## src/rtl/snn_pkg.sv

```systemverilog
// ---------------------------------------------------------------------------
// snn_pkg
//   Definitions shared across the spiking pipeline.
//   - SNN_W          : native magnitude width of the pipeline.
//   - SNN_THRESHOLD  : neuron firing threshold. A neuron fed magnitude m fires
//                      m/SNN_THRESHOLD spikes per cycle, so a window of this
//                      many cycles recovers m exactly.
//   - dec_state_t    : state encoding of spike_rate_decoder.
// ---------------------------------------------------------------------------
package snn_pkg;

    localparam int         SNN_W         = 8;
    localparam logic [7:0] SNN_THRESHOLD = 8'd128;

    typedef enum logic [1:0] {
        IDLE  = 2'd0,
        COUNT = 2'd1,
        DONE  = 2'd2
    } dec_state_t;

endpackage

```

## src/rtl/spike_rate_decoder.sv

```systemverilog
// ---------------------------------------------------------------------------
// spike_rate_decoder
//   Counts spikes over a programmable window of clock cycles and presents the
//   count as a magnitude through a valid/ready handshake.
//
// Ports
//   clk         in   clock, rising edge
//   rst_n       in   asynchronous active-low reset
//   spike_in    in   spike from the upstream neuron, sampled while counting
//   start       in   request to begin a window (accepted in IDLE, or in DONE
//                    together with a completed handshake)
//   window_len  in   window length in cycles, latched on accept; 0 selects
//                    DEFAULT_WINDOW
//   rate_out    out  spike count of the completed window
//   rate_valid  out  rate_out holds a result
//   rate_ready  in   consumer accepts the result
//   busy        out  high while counting or holding a result
//   state_dbg   out  current FSM state, for observation only
//
// Handshake: a result transfers on every rising edge where
//   rate_valid && rate_ready. While rate_valid is high and rate_ready is low,
//   rate_out is held stable. rate_valid never drops without a transfer except
//   on reset.
// ---------------------------------------------------------------------------
module spike_rate_decoder
    import snn_pkg::*;
#(
    parameter int CNT_W          = SNN_W,
    parameter int DEFAULT_WINDOW = int'(SNN_THRESHOLD)
) (
    input  logic             clk,
    input  logic             rst_n,
    input  logic             spike_in,
    input  logic             start,
    input  logic [CNT_W-1:0] window_len,
    output logic [CNT_W-1:0] rate_out,
    output logic             rate_valid,
    input  logic             rate_ready,
    output logic             busy,
    output dec_state_t       state_dbg
);

    localparam logic [CNT_W-1:0] DEF_LEN = CNT_W'(DEFAULT_WINDOW);
    localparam logic [CNT_W-1:0] ONE     = {{(CNT_W-1){1'b0}}, 1'b1};

    dec_state_t       state_q, state_d;
    logic [CNT_W-1:0] cyc_q, cyc_d;     // samples still to take in this window
    logic [CNT_W-1:0] spk_q, spk_d;     // spikes seen so far in this window
    logic [CNT_W-1:0] rate_q, rate_d;
    logic             valid_q, valid_d;
    logic             busy_q, busy_d;

    logic             hs;
    logic             accept;
    logic [CNT_W-1:0] len_sel;
    logic [CNT_W-1:0] spk_inc;

    assign hs      = valid_q && rate_ready;
    assign accept  = start && ((state_q == IDLE) || ((state_q == DONE) && hs));
    assign len_sel = (window_len == '0) ? DEF_LEN : window_len;
    assign spk_inc = {{(CNT_W-1){1'b0}}, spike_in};

    // Next-state logic for the whole decoder.
    always_comb begin
        state_d = state_q;
        cyc_d   = cyc_q;
        spk_d   = spk_q;
        rate_d  = rate_q;
        valid_d = valid_q;

        unique case (state_q)
            IDLE: begin
            end
            COUNT: begin
                spk_d = spk_q + spk_inc;
                cyc_d = cyc_q - ONE;
                // Counter at 1 means this edge takes the last sample, so the
                // published result must already include it.
                if (cyc_q == ONE) begin
                    state_d = DONE;
                    rate_d  = spk_q + spk_inc;
                    valid_d = 1'b1;
                end
            end
            DONE: begin
                if (hs) begin
                    state_d = IDLE;
                    valid_d = 1'b0;
                end
            end
            default: begin
                state_d = IDLE;
                valid_d = 1'b0;
            end
        endcase

        // Accepting a start overrides the DONE->IDLE move so back-to-back
        // windows have no idle bubble.
        if (accept) begin
            state_d = COUNT;
            cyc_d   = len_sel;
            spk_d   = '0;
        end

        busy_d = (state_d != IDLE);
    end

    always_ff @(posedge clk or negedge rst_n) begin
        if (!rst_n) begin
            state_q <= IDLE;
            cyc_q   <= '0;
            spk_q   <= '0;
            rate_q  <= '0;
            valid_q <= 1'b0;
            busy_q  <= 1'b0;
        end else begin
            state_q <= state_d;
            cyc_q   <= cyc_d;
            spk_q   <= spk_d;
            rate_q  <= rate_d;
            valid_q <= valid_d;
            busy_q  <= busy_d;
        end
    end

    assign rate_out   = rate_q;
    assign rate_valid = valid_q;
    assign busy       = busy_q;
    assign state_dbg  = state_q;

    // A window is at most 2^CNT_W-1 samples, so the spike count cannot wrap.
    count_no_wrap: assert property (
        @(posedge clk) disable iff (!rst_n)
        (state_q == COUNT && spike_in) |-> (spk_q != '1)
    );

endmodule

```

## config.mk

```make
export PLATFORM = sky130hd
export DESIGN_NAME = spike_rate_decoder
export DESIGN_NICKNAME = d
export VERILOG_FILES = /design/src/rtl/snn_pkg.sv /design/src/rtl/spike_rate_decoder.sv
export SDC_FILE = /design/constraint.sdc
export NUM_CORES = 1
export LEC_CHECK = 0
export BUFFER_PORTS_ARGS = -buffer_cell sky130_fd_sc_hd__buf_2
export CAP_MARGIN = 10
export CORE_MARGIN = 10
export CORE_UTILIZATION = 40
export CTS_BUF_LIST = sky130_fd_sc_hd__clkbuf_8
export CTS_CLUSTER_SIZE = 20
export DETAILED_ROUTE_END_ITERATION = 7
export PLACE_DENSITY = 0.72
export SYNTH_ARGS = -nofsm -noshare
export SYNTH_HDL_FRONTEND = slang
export SYNTH_SLANG_ARGS = --single-unit
```

## constraint.sdc

```tcl
create_clock -name clk -period 6.09 [get_ports clk]
set_clock_uncertainty 0.2 [all_clocks]
set_input_delay 0 -clock clk [delete_from_list [all_inputs] [get_ports clk]]
set_output_delay 0 -clock clk [all_outputs]
set_load 0.02 [all_outputs]
```

# Word level (Yosys, flattened, before mapping)
# Cells that the tools add are included.
# word_totals
regBits	28
inputBits	13
output_inout_bits	12
elab_cells	36
# classes
n_addsub	2
eq_ne	5
n_mux	12
bitwise	1
n_reduce_logical	10
# ops
op	n
two-way mux 8 bit	5
adder 8 x 1 -> 8 bit	1
== test 8 x 1 -> 1 bit, second input constant	1
zero test 8 bit	1
subtractor 8 x 1 -> 8 bit, second input constant	1
two-way mux 2 bit	3
one-hot mux 2 bit (3 select lines)	1
!= test 2 bit, second input constant	2
nonzero test 2 bit	2
logical AND 1 bit	3
one-hot mux 1 bit (3 select lines)	1
AND reduction 3 bit	1
== test 2 x 1 -> 1 bit, second input constant	1
== test 2 bit, second input constant	1
zero test 2 bit	1
two-way mux 1 bit	2
AND reduction 2 bit	1
logical OR 1 bit	1
NOT 1 bit	1

# Logic depth before layout (Yosys ltp)
# logic_depth
depth_word	6
depth_mapped	6

# Least setup slack after synthesis
# Ideal clock, no wire load.
# synth_path
path_kind	register -> register
from	register cyc_q[3]
to	register rate_q[0] (netlist: rate_out[0])
t_arrival_ns	1.653
t_required_ns	5.765
path_slack_ns	4.112
path_stages_with_launch	5
n_path_buf	0
synth_period_minus_slack_ns	1.978
cell_sequence	dfrtp_1 -> or4_4 -> nor4b_4 -> nand2_4 -> mux2_2
# synth_between
elab_chain_cells	2
# synth_rtl
item	line	text
start, declared	spike_rate_decoder.sv:47	logic [CNT_W-1:0] cyc_q, cyc_d;
start signal, assigned	spike_rate_decoder.sv:118	cyc_q <= cyc_d;
== test 8 x 1 -> 1 bit	spike_rate_decoder.sv:79	if (cyc_q == ONE) begin
AND reduction 2 bit (no source line)	-	
end signal, assigned	spike_rate_decoder.sv:120	rate_q <= rate_d;
end, declared	spike_rate_decoder.sv:49	logic [CNT_W-1:0] rate_q, rate_d;
# Every way passes these cells.
# A chain may end at the register's enable or synchronous reset.

# Worst setup path in the final report
# layout_path
from	register state_q[1] (netlist: state_dbg[1])
to	register cyc_q[7]
# layout_between
elab_chain_cells	5
elab_cells_between_ends	8
# layout_rtl
item	line	text
start, declared	spike_rate_decoder.sv:46	dec_state_t state_q, state_d;
start signal, assigned	spike_rate_decoder.sv:117	state_q <= state_d;
== test 2 bit	spike_rate_decoder.sv:59	assign accept = start && ((state_q == IDLE) || ((state_q == DONE) && hs));
logical AND 1 bit	spike_rate_decoder.sv:59	
logical OR 1 bit	spike_rate_decoder.sv:59	
logical AND 1 bit	spike_rate_decoder.sv:59	
two-way mux 8 bit or nonzero test 2 bit (tied branches)	-	
# Several ways; a longest one is shown, not always the timed one.

==> reports/results.ini <==
[detailed_routing]
wl_um=3210
vias=1202
wl_per_cell_um=14.33
dr.pass1.iters=4
first_iter_violations=55
viasPerCell=5.366
drc=0
ant_nets=0

[layout]
nets=196
n_antenna_cell=0
final-instance-count-excl-fill=224
stdcell_area_um2=1779
areaGrowthSynthToFinish_pct=25.62
drive_gt1_share_pct=21.91

[pwr]
pwr-share-comb_pct=41.0
p_clk_share_pct=18.7
p_sw_w=0.0003092
max-vdd-ir-drop_mv=0.2494
total_power_w=0.0007823
p_sw_share_pct=39.52
p_per_area_nw_per_um2=439.7
internal-power_w=0.0004731
seqPwrFrac_pct=40.3
p_leak_nw=0.8325

[global_routing]
antenna_found_initial=0
grt_start_max_net_pins=29
grt_overflow_total=0
grt_pass1_wl_um=5464
grt_use_total_pct=10.41
grt_pass1_vias=1226

[setup_path]
cp.depth=4
endpoint=cyc_q[7]
crit_family=compound AO/OA/AOI/OAI gates
crit_type=reg2reg
arrival_ns=2.13
r2r_start=state_dbg[1]
start_kind=flip-flop
max_stage_delay_ns=0.65
worst_r2r_path_depth=4
ff2ff_setup_slack_ns=3.92
cp_max_fo=21
end_kind=flip-flop
critPathBufInv=0
crit_chain=nand2b_1, o31a_1, o21ai_0, o311ai_0
worst_ep_required_time_ns=6.05
r2r-end=cyc_q[7]
crit_start=state_dbg[1]
cpMaxStageDelayCell=nand2b_1

[sta]
hold_viol=0
rsz0062_at_grt=false
finalCritPeriodShare_pct=35.71
setup_viol=0
tightest_slew_ns=0.8012
slew_headroom_pct=46.48
period_needed_ns=2.175
fin_ws_ns=3.915
slew_viol_final=0
finalSetupTns_ns=0
max_clock_freq_mhz=459.9

[place]
preCtsSetupSlack_ns=3.928
io_buffers=24
hpwl_um=2275
dp_cells=207
routabilityCongestion=0.8852
placed_cell_area_um2=1578

[floorplanning]
start_util_pct=41.79
io_pins=25
core_area_um2=3390
rows=21
die_x_um=79.51
die_h_um=79.51
dieArea_um2=6321

[cts]
cts_buffers=3
clock_path_buffers=2
cts-htree-levels=1
cts_tree=yes
insertion_delay_ns=0.28
cts_setup_buffers=0
clkTransAtPathRegs_ns=0.10
hold_buffers=13
cts_resized=0
clock-root-buffer=clkbuf_8
cts_sinks=28

[synth]
yosysWarningCount=0
netlist_instances=142
synth_area_um2=1416
synthArstFlopShare_pct=100.0
synthFlopType=dfrtp_1
ys_seq_elements=28
ys_seq_area_share_pct=49.47
synth_nets=159
synth_edf_count=0
post_synth_num_cell_types=35
avgSynthCellArea_um2=9.974

[run_status]
status=finished, final reports clean

[run]
cap_viol_max_count=0

[worst_hold_path]
hp-class=in2async

sequential cells by signal, summed over array words and instances (netlist names):
register / flops
busy: 1
cyc_q: 8
rate_out: 8
rate_valid: 1
spk_q: 8
state_dbg: 2
metal layers:
layer / GRT usage (%) / part of all wire [%]
met1: 10.91 / 41
met2: 18.85 / 53
met3: 4.167 / 5.6
met4: 2.509 / 0.37
met5: 0 / 0
per-stage QoR:
step / hold slack [ns] / utilization [%]
after floorplan: -0.4956 / -
after global placement: -0.1620 / 46.55
after detailed placement: -0.1467 / 46.55
after CTS: 0.08383 / 52.49
after global routing: 0.1224 / 52.49
final: 0.06710 / 52.49
power groups by stage:
stage | clock, W | sequential (W) | combinational, W
2_1_floorplan | 0 | 0.000336 | 0.000208
3_5_place_dp | 0 | 0.000319 | 0.000315
3_3_place_gp | 0 | 0.000314 | 0.000305
6_report | 0.000146 | 0.000315 | 0.000321
5_1_grt | 0.000158 | 0.000327 | 0.000354
4_1_cts | 0.000150 | 0.000315 | 0.000325
worst reg2reg max path: cells and delay by family (launching register included):
family / cells / cell delay, ns
simple gates: 1 / 0.65
compound gates: 3 / 0.79
flops: 1 / 0.42
worst min path at each step:
stage | startpoint | to | slack, ns | depth (start not counted)
3_3_place_gp | rst_n | rate_out[2] | -0.16 | 1
2_1_floorplan | rst_n | busy | -0.50 | 0
6_report | rst_n | rate_out[1] | 0.07 | 2
3_5_place_dp | rst_n | rate_out[2] | -0.15 | 1
5_1_grt | rst_n | spk_q[3] | 0.12 | 2
4_1_cts | rst_n | rate_out[2] | 0.08 | 2
Yosys cell counts, drive strengths merged, types with 3 or more instances:
cell type | n | area, um^2
ha | 4 | 50.05
o21ai | 14 | 70.07
dfrtp | 28 | 700.7
mux2 | 7 | 78.83
xnor2 | 5 | 43.79
nor3 | 4 | 20.02
inv | 8 | 30.03
nand2 | 19 | 78.82
nand3 | 5 | 25.02
a31oi | 3 | 18.77
nor2 | 9 | 33.78
clkbuf | 5 | 18.77
a21oi | 4 | 20.02
cell type report:
cell class	instances	area, um^2
tap	46	57.56
inverter	8	30.03
clock inverter	1	30.03
fill	322	1610
multi-input combinational	100	661.9
clock buffer	3	41.29
sequential	28	700.7
timing repair buffer	38	257.7
logic make-up after synthesis:
kind of cell / after synthesis / synth area share [%]
flip-flops: 28 / 49.47
AND/OR/NAND/NOR: 46 / 16.96
XOR/XNOR: 7 / 4.329
buffers and inverters: 14 / 3.798
multiplexers: 8 / 6.272
adder cells (fa/ha/maj): 4 / 3.534
AO/OA/AOI/OAI: 35 / 15.64
layout by cell type (no fill, tap or decap), drive strengths merged:
master	count
a21oi	4
a32oi	1
ha	4
clkbuf	3
xnor2	5
or4	2
nand2b	1
o31a	1
a21boi	1
dlygate4sd3	13
o22ai	2
mux2i	1
nor2b	2
o2bb2ai	1
buf	25
nand3	5
a31oi	3
bufinv	1
nor2	9
nor4b	2
inv	8
dfrtp	28
a221o	2
o31ai	2
o311ai	1
o21ai	14
mux2	7
nor3	4
nand2	19
o21bai	1
nor4	1
and3	1
o211ai	2
xor2	2
No activity file was read; power rests on OpenSTA's default activity.
